**src/rtl/mips32_mem_arbiter.sv**
```systemverilog
// Shares one fixed-latency single-port memory between the instruction-fetch and data ports.
// Data has priority; a starvation counter forces a fetch win after MAX_STARVE consecutive losses.
module mips32_mem_arbiter #(
  parameter int ADDR_W     = 10,
  parameter int DATA_W     = 32,
  parameter int MEM_LAT    = 2,
  parameter int MAX_STARVE = 4
) (
  input  logic              clk,
  input  logic              rst_n,
  input  logic              if_req,
  input  logic [ADDR_W-1:0] if_addr,
  output logic              if_gnt,
  output logic              if_rvalid,
  output logic [DATA_W-1:0] if_rdata,
  input  logic              d_req,
  input  logic              d_we,
  input  logic [ADDR_W-1:0] d_addr,
  input  logic [DATA_W-1:0] d_wdata,
  output logic              d_gnt,
  output logic              d_rvalid,
  output logic [DATA_W-1:0] d_rdata,
  output logic              mem_en,
  output logic              mem_we,
  output logic [ADDR_W-1:0] mem_addr,
  output logic [DATA_W-1:0] mem_wdata,
  input  logic [DATA_W-1:0] mem_rdata,
  output logic              busy,
  output logic              owner
);
  // state | meaning
  // IDLE  | waiting for a request, arbitrates when one is present
  // ISSUE | one-cycle memory strobe, grant pulse to the winner
  // WAIT  | latency countdown until mem_rdata is valid
  // DONE  | one-cycle rvalid pulse to the winner
  localparam int CNT_W = $clog2(MEM_LAT + 1);
  localparam int STV_W = $clog2(MAX_STARVE + 1);

  typedef enum logic [1:0] {IDLE, ISSUE, WAIT, DONE} state_t;

  state_t           state;
  logic [CNT_W-1:0] lat_cnt;
  logic [STV_W-1:0] starve_cnt;
  logic             we_lat;
  logic             data_win;

  // Data wins whenever it asks, unless fetch is also asking and has starved long enough.
  assign data_win = d_req && !(if_req && (starve_cnt == STV_W'(MAX_STARVE)));

  always_ff @(posedge clk or negedge rst_n) begin
    if (!rst_n) begin
      state      <= IDLE;
      lat_cnt    <= '0;
      starve_cnt <= '0;
      we_lat     <= 1'b0;
      if_gnt     <= 1'b0;
      if_rvalid  <= 1'b0;
      if_rdata   <= '0;
      d_gnt      <= 1'b0;
      d_rvalid   <= 1'b0;
      d_rdata    <= '0;
      mem_en     <= 1'b0;
      mem_we     <= 1'b0;
      mem_addr   <= '0;
      mem_wdata  <= '0;
      busy       <= 1'b0;
      owner      <= 1'b0;
    end else begin
      if_gnt    <= 1'b0;
      d_gnt     <= 1'b0;
      if_rvalid <= 1'b0;
      d_rvalid  <= 1'b0;
      mem_en    <= 1'b0;
      mem_we    <= 1'b0;
      case (state)
        IDLE: begin
          if (if_req || d_req) begin
            if (data_win) begin
              owner     <= 1'b1;
              d_gnt     <= 1'b1;
              we_lat    <= d_we;
              mem_we    <= d_we;
              mem_addr  <= d_addr;
              mem_wdata <= d_wdata;
              if (if_req && (starve_cnt != STV_W'(MAX_STARVE)))
                starve_cnt <= starve_cnt + 1'b1;
            end else begin
              owner      <= 1'b0;
              if_gnt     <= 1'b1;
              we_lat     <= 1'b0;
              mem_addr   <= if_addr;
              starve_cnt <= '0;
            end
            mem_en <= 1'b1;
            busy   <= 1'b1;
            state  <= ISSUE;
          end
        end
        ISSUE: begin
          lat_cnt <= CNT_W'(MEM_LAT);
          state   <= WAIT;
        end
        WAIT: begin
          if (lat_cnt == CNT_W'(1)) begin
            if (owner) begin
              d_rvalid <= 1'b1;
              d_rdata  <= we_lat ? '0 : mem_rdata;
            end else begin
              if_rvalid <= 1'b1;
              if_rdata  <= mem_rdata;
            end
            busy  <= 1'b0;
            state <= DONE;
          end else begin
            lat_cnt <= lat_cnt - 1'b1;
          end
        end
        DONE: state <= IDLE;
        default: state <= IDLE;
      endcase
    end
  end
endmodule

```
**config.mk**
```make
export PLATFORM = sky130hd
export DESIGN_NAME = mips32_mem_arbiter
export DESIGN_NICKNAME = d
export VERILOG_FILES = /design/src/rtl/mips32_mem_arbiter.sv
export SDC_FILE = /design/constraint.sdc
export NUM_CORES = 1
export LEC_CHECK = 0
export ABC_AREA = 1
export CAP_MARGIN = 10
export CELL_PAD_IN_SITES_DETAIL_PLACEMENT = 0
export CELL_PAD_IN_SITES_GLOBAL_PLACEMENT = 1
export CORE_MARGIN = 2
export CORE_UTILIZATION = 32
export CTS_BUF_LIST = sky130_fd_sc_hd__clkbuf_2
export DETAILED_ROUTE_END_ITERATION = 10
export PLACE_DENSITY_LB_ADDON = 0.1
export SETUP_SLACK_MARGIN = 0.2
export SYNTH_ARGS = -nofsm -noshare
export SYNTH_HDL_FRONTEND = slang
export SYNTH_SLANG_ARGS = --single-unit
```
**constraint.sdc**
```tcl
create_clock -name clk -period 1.6 [get_ports clk]
set_clock_uncertainty 0.05 [all_clocks]
set_input_delay 0.16 -clock clk [delete_from_list [all_inputs] [get_ports clk]]
set_output_delay 0.16 -clock clk [all_outputs]
set_load 0.005 [all_outputs]
```
==> summary.txt <==
Critical path
  • WP data required: 2.16 ns
  • Critical Path Start Type: register
  • Setup CP Type: register to register
  • CP Capture Type: register
  • CP max FO: 8
  • Crit path DAT: 2.09 ns

Power
  • VDD IR max: between 0.0007 and 0.0008 V
  • Int Power: a little over 0.009 W
  • Leak pwr: 4.65 nW
  • Comb pwr share: 0.496
  • Clock share of power: 0.141
  • Switch share: 0.372
  • Power Dens Cells: 1540 mW/mm²
  • Sequential share of power: 0.363
  • Net Switching: approximately 0.0054 W
  • Total power: 0.0146 W

Detailed routing
  • WL/cell: approximately 15 µm
  • Routed vias/inst: around 4.5
  • DRC viols: 0
  • M1 wire length: between 7000 and 8000 µm
  • Final ANT Viol Nets: 0
  • Top Layer Used: met4
  • DR iter-0 viols: ~190
  • Total routed wirelength: between 15000 and 20000 µm
  • Routed wl met2: 8600 µm
  • DR WL met3: 1120 µm
  • Routed via count: between 5000 and 6000
  • First-pass iteration count of the detailed router: 4

Place
  • Port bufs: between 200 and 250
  • Post-DP HPWL: about 10000 µm
  • GPL Wtd Cong: 0.772
  • Pre-CTS worst setup slack: between 0.02 and 0.03 ns

Yosys
  • Count leader, synth: nand2_1
  • Post-Synthesis Net Count: between 600 and 700
  • Post-synthesis sequential area ratio: 0.613
  • Top_reg_cell synth: dfrtp_1
  • Synth cell types: 21
  • Syn Area/Cell: roughly 8.8 µm²
  • Mapped cell area: approximately 0.0050 mm²
  • Ys async rst share: 1.00
  • Mapped Cells: around 570
  • EDFF count, synth: 0
  • Syn. warnings: 0
  • Yosys reg bits: between 100 and 150
  • Synth area leader: dfrtp_1
  • Post-synth top area share: 0.613
  • Commonest cells in the netlist: 271 x nand2_1, 122 x dfrtp_1, 55 x nand3_1, 38 x o21ai_0, 30 x inv_1
  • Top cells by area, synth: dfrtp_1 61%, nand2_1 20%, nand3_1 5.5%

Floorplan
  • Die X: between 100 and 150 µm
  • Starting density of the core: 0.328
  • Die area: 0.0166 mm²
  • Core ar.: between 0.015 and 0.02 mm²
  • Standard-cell rows: 45
  • Die Y: approximately 130 µm
  • IO Pins: 203

STA
  • Fin. Hold Viols: 0
  • Max-slew violation count: 0
  • Slack of the critical path: between 0.06 and 0.07 ns
  • Fmax: about 0.65 GHz
  • Slew @ Worst Pin: 0.615 ns
  • Slew HR: 0.590
  • # setup viols final: 0
  • Period utilization: 0.960
  • Unrepaired setup endpoints after global routing: true
  • Hold slack: approximately 0.086 ns
  • Shortest period the worst path allows: around 1.5 ns

Layout
  • Syn-to-layout area delta: 89.8%
  • Layout cells sized above 1: 0.397
  • Nets: approximately 1000
  • Fin util: 0.622

Outcome
  • Status: complete, no violations

Clock tree
  • CTS root buffer: clkbuf_2
  • CTS tree: yes
  • CTS sink count: roughly 120
  • Clk_lat worst skew: between 0.6 and 0.7 ns
  • Inserted Clock Buffers: 17
  • Worst-path clk slew: 0.18 ns
  • H-tree depth: 4
  • Clk buf depth: 2

Global routing
  • Vias in the first global route: slightly above 5000
  • Initial antenna violation count: 1
  • Total track usage: 0.205
  • Largest net degree at the start of global routing: 39
  • Remaining global-route overflow: 0
  • First-pass GRT wire length: 26500 µm

Job
  • Max Cap Viol: 0

Hold path
  • Hold crit path type: primary input to register
## power by group through the flow
| stage | Sequential [W] | Combinational, W | Clock [W] |
|---|---|---|---|
| finish | 0.00529 | 0.00723 | 0.00206 |
| global route | 0.00546 | 0.00799 | 0.00227 |
| CTS | 0.00525 | 0.00612 | 0.00214 |
| detailed placement | 0.00536 | 0.00598 | 0 |
| global placement | 0.00532 | 0.00591 | 0 |
| floorplan | 0.00538 | 0.00207 | 0 |
## worst max-delay path, stage by stage (launching register included)
cell	delay (ns)
dfrtp_1	0.41
inv_2	0.06
ha_4	0.16
nand3_4	0.07
nand2_4	0.07
buf_6	0.14
inv_6	0.06
nand2_8	0.07
buf_12	0.13
clkbuf_16	0.16
nand2_2	0.05
nand2_1	0.04
## worst paths after layout
path | slack, ns | depth (start not counted) | end | startpoint
max in group asynchronous | 0.46 | 4 | state[1]$_DFFE_PN0P_ | rst_n
min in group asynchronous | 0.45 | 3 | d_rdata[8]$_DFFE_PN0P_ | rst_n
hold / removal | 0.09 | 5 | mem_addr[6]$_DFFE_PN0P_ | d_addr[6]
hold reg to reg | 0.45 | 2 | mem_wdata[4]$_DFFE_PN0P_ | mem_wdata[4]$_DFFE_PN0P_
setup reg to reg | 0.06 | 11 | mem_wdata[30]$_DFFE_PN0P_ | starve_cnt[0]$_DFFE_PN0P_
setup / recovery | 0.06 | 11 | mem_wdata[30]$_DFFE_PN0P_ | starve_cnt[0]$_DFFE_PN0P_
## flip-flops by register name (all words and copies together) (netlist names)
name / flops
mem_en: 1
owner: 1
if_rvalid: 1
lat_cnt: 2
if_gnt: 1
mem_addr: 10
d_rvalid: 1
busy: 1
mem_we: 1
d_gnt: 1
state: 2
we_lat: 1
d_rdata: 32
if_rdata: 32
starve_cnt: 3
mem_wdata: 32
## per-layer routing
| layer | vias to the layer above | GRT usage |
|---|---|---|
| met3 | 23 | 0.0661 |
| met5 | - | 0 |
| li1 | 2548 | - |
| met2 | 164 | 0.350 |
| met4 | 0 | 0.0697 |
| met1 | 2450 | 0.244 |
## cells in the final DEF (no fill, tap or decap), types with 3 or more instances in the layout
cell type / netlist / layout
dfrtp_1: 122 / 122
inv_1: 30 / 22
buf_12: 0 / 15
buf_6: 3 / 15
clkinv_2: 0 / 3
clkdlybuf4s50_1: 0 / 87
ha_4: 0 / 4
nand3_4: 0 / 6
nand3_1: 55 / 22
inv_2: 2 / 8
o21ai_1: 1 / 17
nand2_4: 0 / 14
buf_4: 6 / 68
dlygate4sd3_1: 0 / 82
bufinv_16: 0 / 3
nor2_1: 3 / 3
clkinvlp_4: 0 / 3
nand3_2: 1 / 28
o21ai_0: 38 / 20
nand2_2: 3 / 61
buf_8: 0 / 3
nand2_1: 271 / 198
clkbuf_2: 0 / 19
buf_16: 0 / 7
buf_2: 6 / 112
clkbuf_16: 0 / 5
## kinds of logic (layout without fill, tap and decap cells)
logic type / Yosys count / after routing / synth area share
compound gates: 41 / 41 / 0.0414
xor+xnor: 1 / 1 / 0.00176
fa+ha+maj: 6 / 6 / 0.0151
buf+inv: 61 / 458 / 0.0565
flops: 122 / 122 / 0.613
other cells: 0 / 1 / 0
simple gates: 336 / 336 / 0.272
## metrics by stage
stage | std cells | setup TNS (ns) | cell area, µm²
3_5_place_dp | 950 | 0 | 7340
5_1_grt | 1153 | -0.00626 | 9450
2_1_floorplan | 567 | 0 | 4980
3_3_place_gp | 950 | 0 | 7340
4_1_cts | 1110 | 0 | 8620
6_report | 1153 | 0 | 9450
## layout make-up
class	instances	area (µm²)
fill	1293	5750
timing repair buffer	394	3590
sequential	122	3050
multi-input combinational	384	2190
tap	188	235
clock inverter	13	153
inverter	32	133
clock buffer	19	95.1
antenna	1	2.50
## repair_timing
action	in CTS	in global routing
pin swaps	17	41
gates resized for setup	517	136
hold endpoints to repair	230	0
hold buffers	82	0
cloned	7	6
buffers inserted	39	36
endpoints found under the setup margin	231	232
No activity file was read; power rests on OpenSTA's default activity.
